$ cat src/rtl/regport_pkg.sv
// Shared types and defaults for the register-file read-port arbiter.
package regport_pkg;

    localparam int unsigned NREQ_DEF   = 4;
    localparam int unsigned ADDR_W_DEF = 5;
    localparam int unsigned DATA_W_DEF = 32;

    typedef enum logic [1:0] {
        IDLE = 2'd0,
        RD   = 2'd1,
        CAP  = 2'd2
    } state_e;

    // Width of a requester index; never narrower than one bit.
    function automatic int unsigned idx_width(input int unsigned n);
        return (n <= 2) ? 1 : $clog2(n);
    endfunction

endpackage

$ cat src/rtl/rr_pick.sv
// Combinational round-robin picker: first set request after 'last', wrapping.
module rr_pick #(
    parameter int unsigned NREQ  = 4,
    parameter int unsigned IDX_W = 2
) (
    input  logic [NREQ-1:0]  req,
    input  logic [IDX_W-1:0] last,
    output logic [NREQ-1:0]  winner,
    output logic             valid
);

    logic [IDX_W-1:0] pos;

    // Scan last+1 .. last+NREQ; the final offset revisits last itself.
    always_comb begin
        winner = '0;
        valid  = 1'b0;
        pos    = '0;
        for (int unsigned k = 1; k <= NREQ; k++) begin
            pos = IDX_W'((32'(last) + k) % NREQ);
            if (!valid && req[pos]) begin
                winner[pos] = 1'b1;
                valid       = 1'b1;
            end
        end
    end

endmodule

$ cat src/rtl/regport_arbiter.sv
// Round-robin arbiter sharing the register file's single read-mux port;
// one access in flight, CAP doubles as the next arbitration cycle.
module regport_arbiter
    import regport_pkg::*;
#(
    parameter int unsigned NREQ   = NREQ_DEF,
    parameter int unsigned ADDR_W = ADDR_W_DEF,
    parameter int unsigned DATA_W = DATA_W_DEF
) (
    input  logic                     clk,
    input  logic                     reset_n,
    input  logic [NREQ-1:0]          req,
    input  logic [NREQ*ADDR_W-1:0]   addr,
    output logic [NREQ-1:0]          gnt,
    output logic [ADDR_W-1:0]        rd_sel,
    input  logic [DATA_W-1:0]        rd_data,
    output logic [NREQ-1:0]          rsp_valid,
    output logic [DATA_W-1:0]        rsp_data,
    output logic                     busy
);

    localparam int unsigned IDX_W = idx_width(NREQ);

    state_e             state;
    state_e             state_nxt;
    logic [IDX_W-1:0]   last;
    logic [IDX_W-1:0]   win;

    logic [NREQ-1:0]    pick_onehot;
    logic               pick_valid;
    logic [IDX_W-1:0]   pick_idx;
    logic [ADDR_W-1:0]  pick_addr;

    logic               arb_fire;
    logic               capture;
    logic [NREQ-1:0]    gnt_nxt;
    logic [NREQ-1:0]    rsp_valid_nxt;

    rr_pick #(
        .NREQ  (NREQ),
        .IDX_W (IDX_W)
    ) u_pick (
        .req    (req),
        .last   (last),
        .winner (pick_onehot),
        .valid  (pick_valid)
    );

    // Winner one-hot to index, and that requester's register index.
    always_comb begin
        pick_idx  = '0;
        pick_addr = '0;
        for (int unsigned i = 0; i < NREQ; i++) begin
            if (pick_onehot[i]) begin
                pick_idx  = IDX_W'(i);
                pick_addr = addr[i*ADDR_W +: ADDR_W];
            end
        end
    end

    // State register.
    always_ff @(posedge clk or negedge reset_n) begin
        if (!reset_n) begin
            state <= IDLE;
        end else begin
            state <= state_nxt;
        end
    end

    // Next-state logic.
    always_comb begin
        state_nxt = state;
        case (state)
            IDLE, CAP: state_nxt = pick_valid ? RD : IDLE;
            RD:        state_nxt = CAP;
            default:   state_nxt = IDLE;
        endcase
    end

    // Output/datapath control decoded from the current state.
    always_comb begin
        arb_fire      = 1'b0;
        capture       = 1'b0;
        gnt_nxt       = '0;
        rsp_valid_nxt = '0;
        case (state)
            IDLE, CAP: begin
                arb_fire = pick_valid;
                gnt_nxt  = pick_onehot;
            end
            RD: begin
                capture       = 1'b1;
                rsp_valid_nxt = NREQ'(1) << win;
            end
            default: begin
                arb_fire = 1'b0;
            end
        endcase
    end

    // Pointers and registered outputs; rd_sel holds the last index between accesses.
    always_ff @(posedge clk or negedge reset_n) begin
        if (!reset_n) begin
            last      <= IDX_W'(NREQ - 1);
            win       <= '0;
            gnt       <= '0;
            rd_sel    <= '0;
            rsp_valid <= '0;
            rsp_data  <= '0;
            busy      <= 1'b0;
        end else begin
            gnt       <= gnt_nxt;
            rsp_valid <= rsp_valid_nxt;
            busy      <= (state_nxt != IDLE);
            if (arb_fire) begin
                last   <= pick_idx;
                win    <= pick_idx;
                rd_sel <= pick_addr;
            end
            if (capture) begin
                rsp_data <= rd_data;
            end
        end
    end

endmodule

$ cat config.mk
export PLATFORM = sky130hd
export DESIGN_NAME = regport_arbiter
export DESIGN_NICKNAME = d
export VERILOG_FILES = /design/src/rtl/regport_pkg.sv /design/src/rtl/rr_pick.sv /design/src/rtl/regport_arbiter.sv
export SDC_FILE = /design/constraint.sdc
export NUM_CORES = 1
export LEC_CHECK = 0
export CAP_MARGIN = 5
export CORE_UTILIZATION = 40
export CTS_CLUSTER_SIZE = 14
export DETAILED_ROUTE_END_ITERATION = 10
export GPL_TIMING_DRIVEN = 0
export PLACE_DENSITY = 0.78
export SKIP_CTS_REPAIR_TIMING = 1
export SLEW_MARGIN = 0
export SYNTH_ARGS = -nofsm -noshare
export SYNTH_HDL_FRONTEND = slang
export SYNTH_SLANG_ARGS = --single-unit
$ cat constraint.sdc
create_clock -name clk -period 7.55 [get_ports clk]
set_input_delay 1.51 -clock clk [delete_from_list [all_inputs] [get_ports clk]]
set_output_delay 1.51 -clock clk [all_outputs]
set_load 0.005 [all_outputs]
==> results of run 1 <==
-- layer usage --
layer / up-vias / wire length, um
met4: 0 / 63
li1: 1117 / -
met3: 4 / 448
met1: 1070 / 2620
met2: 77 / 3170
met5: - / 0
-- per-stage QoR --
stage,worst slack (ns),util,total power [mW],std cells,hold slack (ns)
2_1_floorplan,4.30,-,0.870,263,0.449
3_3_place_gp,3.41,0.606,1.20,441,0.457
3_5_place_dp,3.41,0.609,1.22,442,0.461
4_1_cts,3.76,0.625,1.39,450,0.485
5_1_grt,3.59,0.625,1.48,450,0.503
6_report,3.75,0.625,1.37,450,0.481
-- sequential cells by signal, summed over array words and instances, names as in the netlist --
signal / flops
win: 2
busy: 1
rsp_data: 32
gnt: 4
state: 2
rd_sel: 5
rsp_valid: 4
last: 2
-- final timing paths --
kind                               from      endpoint  slack [ns]  cells after the start
min                        rsp_data[24]  rsp_data[24]        0.48                      2
max                              req[1]     rd_sel[4]        3.75                      7
max reg2reg                     last[0]     rd_sel[4]        4.56                      8
min reg2reg                rsp_data[24]  rsp_data[24]        0.48                      2
max in group asynchronous       reset_n       last[0]        5.79                      2
min in group asynchronous       reset_n   rsp_data[3]        1.15                      1
-- power groups by stage --
stage / Clock, mW / Combinational (mW) / Sequential, mW
after floorplan: 0 / 0.391 / 0.479
after global placement: 0 / 0.723 / 0.473
after detailed placement: 0 / 0.742 / 0.477
after CTS: 0.174 / 0.745 / 0.472
after global routing: 0.186 / 0.811 / 0.487
final: 0.168 / 0.736 / 0.471
-- critical path: stages --
cell and delay, ns:
sky130_fd_sc_hd__clkdlybuf4s50_1 0.52, sky130_fd_sc_hd__mux4_2 0.60, sky130_fd_sc_hd__nand2_1 0.13, sky130_fd_sc_hd__a21oi_1 0.10, sky130_fd_sc_hd__a2111oi_4 0.63, sky130_fd_sc_hd__nand2_2 0.23
sky130_fd_sc_hd__o31ai_1 0.29
-- kinds of logic (layout without fill, tap and decap cells) --
| group | after synthesis | in the layout | synth area share |
|---|---|---|---|
| flip-flops | 52 | 52 | 0.516 |
| adder cells (fa/ha/maj) | 8 | 8 | 0.0396 |
| AND/OR/NAND/NOR | 147 | 147 | 0.258 |
| multiplexers | 5 | 5 | 0.0307 |
| buffers and inverters | 14 | 126 | 0.0238 |
| AO/OA/AOI/OAI | 37 | 37 | 0.132 |
-- cell usage in the layout (no fill, tap or decap), types with 2 or more instances in the layout --
master	count
sky130_fd_sc_hd__nand2_1	109
sky130_fd_sc_hd__clkdlybuf4s50_1	102
sky130_fd_sc_hd__dfrtp_1	50
sky130_fd_sc_hd__nor2_1	10
sky130_fd_sc_hd__ha_1	8
sky130_fd_sc_hd__clkbuf_1	7
sky130_fd_sc_hd__nand3b_1	6
sky130_fd_sc_hd__a21oi_1	6
sky130_fd_sc_hd__a2bb2oi_1	6
sky130_fd_sc_hd__and4_1	5
sky130_fd_sc_hd__a221oi_1	5
sky130_fd_sc_hd__o31ai_1	5
sky130_fd_sc_hd__clkbuf_8	5
sky130_fd_sc_hd__inv_1	3
sky130_fd_sc_hd__and2_1	3
sky130_fd_sc_hd__a21o_1	3
sky130_fd_sc_hd__clkinv_1	2
sky130_fd_sc_hd__a2111o_1	2
sky130_fd_sc_hd__mux4_2	2
sky130_fd_sc_hd__mux2_2	2
sky130_fd_sc_hd__a2111oi_4	2
sky130_fd_sc_hd__nor3b_1	2
sky130_fd_sc_hd__nor3_1	2
sky130_fd_sc_hd__dfstp_2	2
-- cell type report --
class,instances,area share
multi-input combinational,197,0.309
tap,75,0.0249
buffer,9,0.0110
timing repair buffer,104,0.278
clock inverter,3,0.00731
clock buffer,5,0.0183
inverter,5,0.00499
sequential,52,0.346
==> results.md, run 1 <==
Routing:
- Before antenna repair, the detailed router went through 4 iterations.
- After detailed routing, the number of remaining DRC violations is 0.
- Once detail routing completed, the nets flagged for antenna violations numbered 0.
- The total detailed-routing wirelength is 6.31 mm.
- In the final routed layout, each cell accounts on average for 14.0 um.
- The routed layout has 2268 vias.
- For this block, the initial DRC count from the detailed router was 94.
- Dividing the detail-routed via count by the number of cells gives 5.04.

Logic synthesis:
- Counting instances in the post-synthesis netlist gives the leading cell types as sky130_fd_sc_hd__nand2_1, sky130_fd_sc_hd__dfrtp_1, sky130_fd_sc_hd__nor2_1.
- Of all flip-flops after synthesis, the portion carrying an async set or reset was 1.00.
- Sorting the synthesized cells by area gives the leading types as sky130_fd_sc_hd__dfrtp_1, sky130_fd_sc_hd__nand2_1, sky130_fd_sc_hd__ha_1, sky130_fd_sc_hd__a2111oi_4, sky130_fd_sc_hd__dfstp_2.
- The biggest area contributor in the post-synthesis netlist is sky130_fd_sc_hd__dfrtp_1.
- The post-synth design cell area is 2530 um2.
- When the netlist entered floorplanning its net count stood at 329.
- The count of synthesis-stage warnings from yosys is 0.
- The average instance area after synthesis is 9.61 um2.
- The dominant cell by count in the synthesized netlist is sky130_fd_sc_hd__nand2_1.
- The number of enable flip-flop cells after synthesis is 0.
- The most used flip-flop cell after synthesis is sky130_fd_sc_hd__dfrtp_1.
- In this run, synthesis produced a sequential element count of 52.
- In the synthesized netlist, the number of instances is 263.
- The distinct cell type count after synthesis is 43.
- Of the synthesized area, sequential elements account for 0.516.
- The area share of the largest cell type after synthesis is 0.495.

Placement:
- The total placed instance area is 3670 um2.
- The number of buffers inserted by port buffering is 103.
- The wire-length estimate of the detail-placed layout is 4.88 mm.
- The placer congestion estimate is 0.800.

Final layout:
- In the final design database the tool counted 440 nets.
- The cell area after layout is 3760 um2.
- The sequential cell area is 1300 um2.
- The filler cells instantiated in the layout total 527.
- The area of combinational cells with multiple inputs is 1160 um2.
- The layout-stage area growth over the synthesis result is 48.9%.
- 0 antenna diodes ended up in the layout.
- The fraction of final layout cells sized beyond drive strength 1 is 0.0613.

Timing:
- The largest clock skew in the final design is 0.0113 ns.
- The total count of hold-check failures in the final report is 0.
- For the pin with the worst max-slew slack, the measured transition is 0.625 ns.
- Timing would allow up to 263 MHz.
- The clock period minus final worst setup slack is 3.80 ns.
- In the finished design, the share of the clock period the worst path needs comes to 0.503.
- The final total negative setup slack is 0 ns.
- The headroom to the max-slew limit is 0.584.
- The number of max-slew violations in the final report is 0.
- Setup repair after global routing left no endpoint under its margin.
- The number of setup violations in the final report is 0.

GRT:
- For this run, global-route usage on met3 was measured as 0.0511.
- The number of antenna violations at the first check in global routing is 0.
- In the global route stage, met1 resource usage came out at 0.218.
- Entering global routing, the biggest net connects 33 pins.
- met2 is the most crowded layer.
- The via count of the first global-routing pass is 2253.
- The total routing resource utilization after global routing is 0.199.
- The first global-routing pass estimated 9.95 mm of wire.
- The met2 layer usage reported by global route is 0.376.
- The total overflow left after global routing is 0.

Critical path:
- The worst setup path is launched from an input port.
- The worst setup path is of the input port to flip-flop kind.
- The required time at the endpoint of the critical path is 7.76 ns.
- The maximum fanout count along the critical path is 10.
- The sort of element at the end of the critical path is a flip-flop.
- STA puts the critical path data arrival time at 4.00 ns.

Pwr:
- The switching share of total power is 0.367.
- Of the total power, combinational logic draws 0.536.
- Of the total power, registers draw 0.343.
- The net switching power figure is 0.505 mW.
- The internal portion of the total power is 0.870 mW.
- Dividing total power by cell area gives a power density of 365 nW/um2.
- The worst-case IR drop observed on VDD is 152 uV.
- The static leakage power is 1.72 nW.
- Of the total power, the clock network draws 0.122.

Clock tree:
- For the worst-skew pair, the clock arrives at the later sink with an insertion delay of 0.31 ns.
- The H-tree was split into 2 levels.
- The largest buffer count on any clock path is 2.
- The root buffer selected by CTS is sky130_fd_sc_hd__clkbuf_8.
- The clock drives 52 sinks.
- The CTS tree is done.
- TritonCTS created 5 clock buffers.
- The clock slew at the register clock pins of the worst setup and hold paths is 0.09 ns.

Die:
- The number of top-level design ports is 104.
- The die footprint is 6640 um2.
- The initialized floorplan defines 28 standard-cell rows.
- The core region is 6030 um2.
- The vertical die dimension is 81.5 um.
- For this configuration, the core starts out at a cell density of 0.420.
- The chip width is 81.5 um.

Outcome:
- The flow ran to the end, and the final reports show no timing, DRC or antenna violations.

Run:
- The max-cap violation count is 0.

Worst hold path:
- The min-delay analysis places its worst path in the category flip-flop to flip-flop.
Note: power is estimated with default switching activity, not from simulation.
==> run 2, diff against run 1 <==
Clock period 7.55 ns to 3.8 ns, I/O delays scaled along.
==> results of run 2 <==
The final DEF is identical to that of run 1. Status: finished, final reports clean.
Among the figures that moved: setup slack after placement 3.41 ns -> 0.414 ns; clock-pin slew on the worst setup and hold paths 0.09 ns -> 0.11 ns; setup slack after layout 3.75 ns -> 0.753 ns; hold slack 0.481 ns -> 0.398 ns; register-to-register setup slack 4.56 ns -> 0.81 ns; total power 1.37 mW -> 2.73 mW; worst IR drop on VDD 152 uV -> 303 uV
==> run 3, diff against run 2 <==
Settings changed: CORE_UTILIZATION 40 to 39, PLACE_DENSITY 0.78 to 0.8.
Clock period 3.8 ns to 2.79 ns, I/O delays scaled along.
==> run 3 against run 2 <==
Against the previous run: clock skew fell by 0.00073 ns; via count rose by 6.1%; clock power rose by 37%; routed wire length rose by 9.5%; largest power group unchanged.
==> results.md, run 3 (synthesis results as in run 1) <==
Die:
- The vertical die dimension came to 82.5 um (+1.2%).
- The starting density of the core is 0.415 (-0.00482).
- The number of top-level design ports came to 104 (unchanged).
- The total number of placement rows is 28 (unchanged).
- The total core area was 6100 um2 (+1.2%).
- The chip width came to 82.5 um (+1.2%).
- The die footprint is 6810 um2 (+2.5%).

Pwr:
- The static leakage power is 1.82 nW (+6.0%).
- The analysis attributes to net switching a power of 1.49 mW.
- Internal power comes to 2.54 mW.
- The peak supply drop is 517 uV.
- The logic gate share of total power is 0.573 (+0.037).
- The switching share of total power is 0.370.
- The register share of total power is 0.313 (-0.030).
- The clock network fraction of total power came to 0.114 (-0.008).
- Power spread over the standard cell area amounts to 1030 nW/um2.

Placement:
- The estimated wirelength of the detail-placed design was 4.91 mm (+0.43%).
- The number of buffers inserted by port buffering is 103 (unchanged).
- The placer congestion estimate is 0.858 (+7.3%).

Critical path:
- In this run the worst setup path begins at last[0].
- The maximum fanout count along the critical path was 10 (unchanged).
- The setup check on the worst reg-to-reg path leaves a slack of 0.03 ns.
- The endpoint identified for the worst register-to-register timing path is rd_sel[0].
- The start-to-end type of the worst setup path is flip-flop to flip-flop.
- The delay of the slowest cell on the worst path is 0.55 ns (-0.08 ns).
- The sort of element at the end of the critical path is a flip-flop.
- The largest individual stage delay along the critical path comes from the cell sky130_fd_sc_hd__dfstp_2.
- For the worst setup path, the data arrival time is 2.98 ns.
- Traced cell by cell, the critical path runs through buf_6, clkinvlp_4, ha_4, mux4_2, and2_4, a2111oi_4, nand2_2, o31ai_2.
- The worst register-to-register path begins at last[0].
- The required time at the endpoint of the critical path is 3.01 ns.
- The startpoint kind of the worst setup timing path is a flip-flop.
- The cell depth of the worst flop-to-flop path came to 8 (unchanged).

Routing:
- The number of vias per cell after detailed routing came to 5.24 (+4.0%).
- The mean routed wirelength per cell is 15.0 um (+7.3%).
- The number of violations reported at the end of detailed-routing iteration 0 is 96 (+2.1%).
- The total via count after detailed routing is 2406 (+6.1%).
- The number of detailed-route iterations in the first pass came to 4 (unchanged).
- The total detailed-routing wirelength is 6.90 mm (+9.5%).
- The count of nets left with antenna violations after detail routing was 0 (unchanged).
- The number of remaining DRC errors came to 0 (unchanged).

Final layout:
- The register with the most flip-flops in the final layout is rsp_data.
- The most common library cell in the layout ignoring fill and taps is sky130_fd_sc_hd__nand2_1.
- The core utilization of the finished layout is 0.643 (+0.0183).
- In the final layout, the registers with the most flip-flops are rsp_data x32, rd_sel x5.
- Relative to the synthesized area, the layout overhead comes to 55.0%.
- The final net count is 449 (+2.0%).
- The fraction of final layout cells sized beyond drive strength 1 was 0.107 (+0.0454).
- The count of inserted antenna diode cells came to 0 (unchanged).
- The number of flip-flops under the largest register name was 32 (unchanged).
- In the layout the commonest cells are sky130_fd_sc_hd__nand2_1, sky130_fd_sc_hd__clkdlybuf4s50_1, sky130_fd_sc_hd__dfrtp_1.
- The fill cell total of the finished layout came to 500 (-5.1%).

Timing:
- The largest clock skew in the final design is 0.0105 ns (-0.000727 ns).
- The headroom to the max-slew limit is 0.614 (+0.0299).
- The total count of hold-check failures in the final report is 0 (unchanged).
- The clock period minus final worst setup slack is 2.76 ns.
- The slew at the pin closest to its max-slew limit is 0.580 ns (-0.0449 ns).
- The number of max-slew violations in the final report is 0 (unchanged).
- The number of setup violations in the final report is 0 (unchanged).
- Timing would allow up to 362 MHz.
- The share of the cycle needed by the critical path after routing is 0.991.
- The final total negative setup slack is 0 ns (unchanged).

Clock tree:
- The CTS tree is done.
- After clock tree synthesis, the clock-pin slew on the worst setup and hold paths is 0.10 ns.
- The largest buffer count on any clock path is 2 (unchanged).
- The total number of clock tree sinks came to 52 (unchanged).
- The CTS H-tree depth is 2 (unchanged).
- The insertion delay of the later-clocked pin in the worst-skew pair is 0.30 ns (about the same).
- The root buffer selected by CTS is sky130_fd_sc_hd__clkbuf_8.
- The number of buffers created by CTS is 5 (unchanged).

Outcome:
- The flow ran to the end, and the final reports show no timing, DRC or antenna violations.

GRT:
- The via count of the first global-routing pass came to 2269 (+0.71%).
- The number of antenna violations at the first check in global routing is 0 (unchanged).
- The wire length of the first global-routing pass is 10.1 mm (+1.9%).
- The total routing resource utilization after global routing is 0.195 (-0.00459).
- The leftover overflow at the end of global routing is 0 (unchanged).
- The largest net degree at the start of global routing is 40 (+21%).

Run:
- The max-cap violation count came to 0 (unchanged).

Worst hold path:
- The path class of the tightest hold or removal check is input port to asynchronous set/reset pin.
-- run 3: cell count changes in the layout (fill, tap and decap cells not counted), sizes merged --
cell | previous run | this run
clkbuf | 12 | 13
inv | 4 | 3
clkdlybuf4s50 | 102 | 98
dlymetal6s2s | 0 | 4
mux4 | 2 | 3
buf | 4 | 12
-- run 3: through the flow --
stage               cell area, um2  hold slack, ns  setup slack [ns]  power (mW)  std cells
finish                        3920           0.145            0.0264        4.03        459
global route                  3920           0.161           -0.0653        4.32        459
CTS                           3760           0.149            -0.326        3.77        450
detailed placement            3670           0.461            -0.448        3.31        442
global placement              3650           0.457            -0.374        3.24        441
floorplan                     2530           0.262             0.217        2.35        263
-- run 3: power groups by stage --
stage	Sequential, mW	Clock (mW)	Combinational [mW]
3_3_place_gp	1.28	0	1.96
3_5_place_dp	1.30	0	2.02
6_report	1.26	0.457	2.31
5_1_grt	1.30	0.500	2.52
4_1_cts	1.28	0.466	2.02
2_1_floorplan	1.30	0	1.06
-- run 3: critical path, delay by kind of cell (launching register included) --
| family | cells | cell delay [ns] |
|---|---|---|
| adders and majority gates | 1 | 0.30 |
| AOI/OAI and AO/OA | 2 | 0.73 |
| buffers and inverters | 2 | 0.27 |
| and+or+nand+nor | 2 | 0.43 |
| DFF | 1 | 0.55 |
| muxes | 1 | 0.38 |
-- run 3: worst max-delay path by stage --
stage,to,slack [ns],cells after the start
after floorplan,last[0],0.22,8
after global placement,rd_sel[1],-0.37,7
after detailed placement,rd_sel[0],-0.45,7
after CTS,rd_sel[0],-0.33,8
after global routing,rd_sel[0],-0.07,8
final,rd_sel[0],0.03,8
-- run 3: metal layers --
layer  GRT usage  share of wire  vias up
met2       0.358           0.49      109
met4      0.0569          0.016        0
met1       0.229           0.41     1146
met3      0.0363          0.075        9
met5           0              0        -
li1            -              -     1142
-- run 3: area by class of cell --
class	instances	area, um2	area share
buffer	9	41.3	0.0105
clock buffer	6	82.6	0.0211
clock inverter	2	13.8	0.00351
inverter	5	22.5	0.00575
multi-input combinational	198	1250	0.318
sequential	52	1300	0.333
tap	75	93.8	0.0239
timing repair buffer	112	1120	0.285
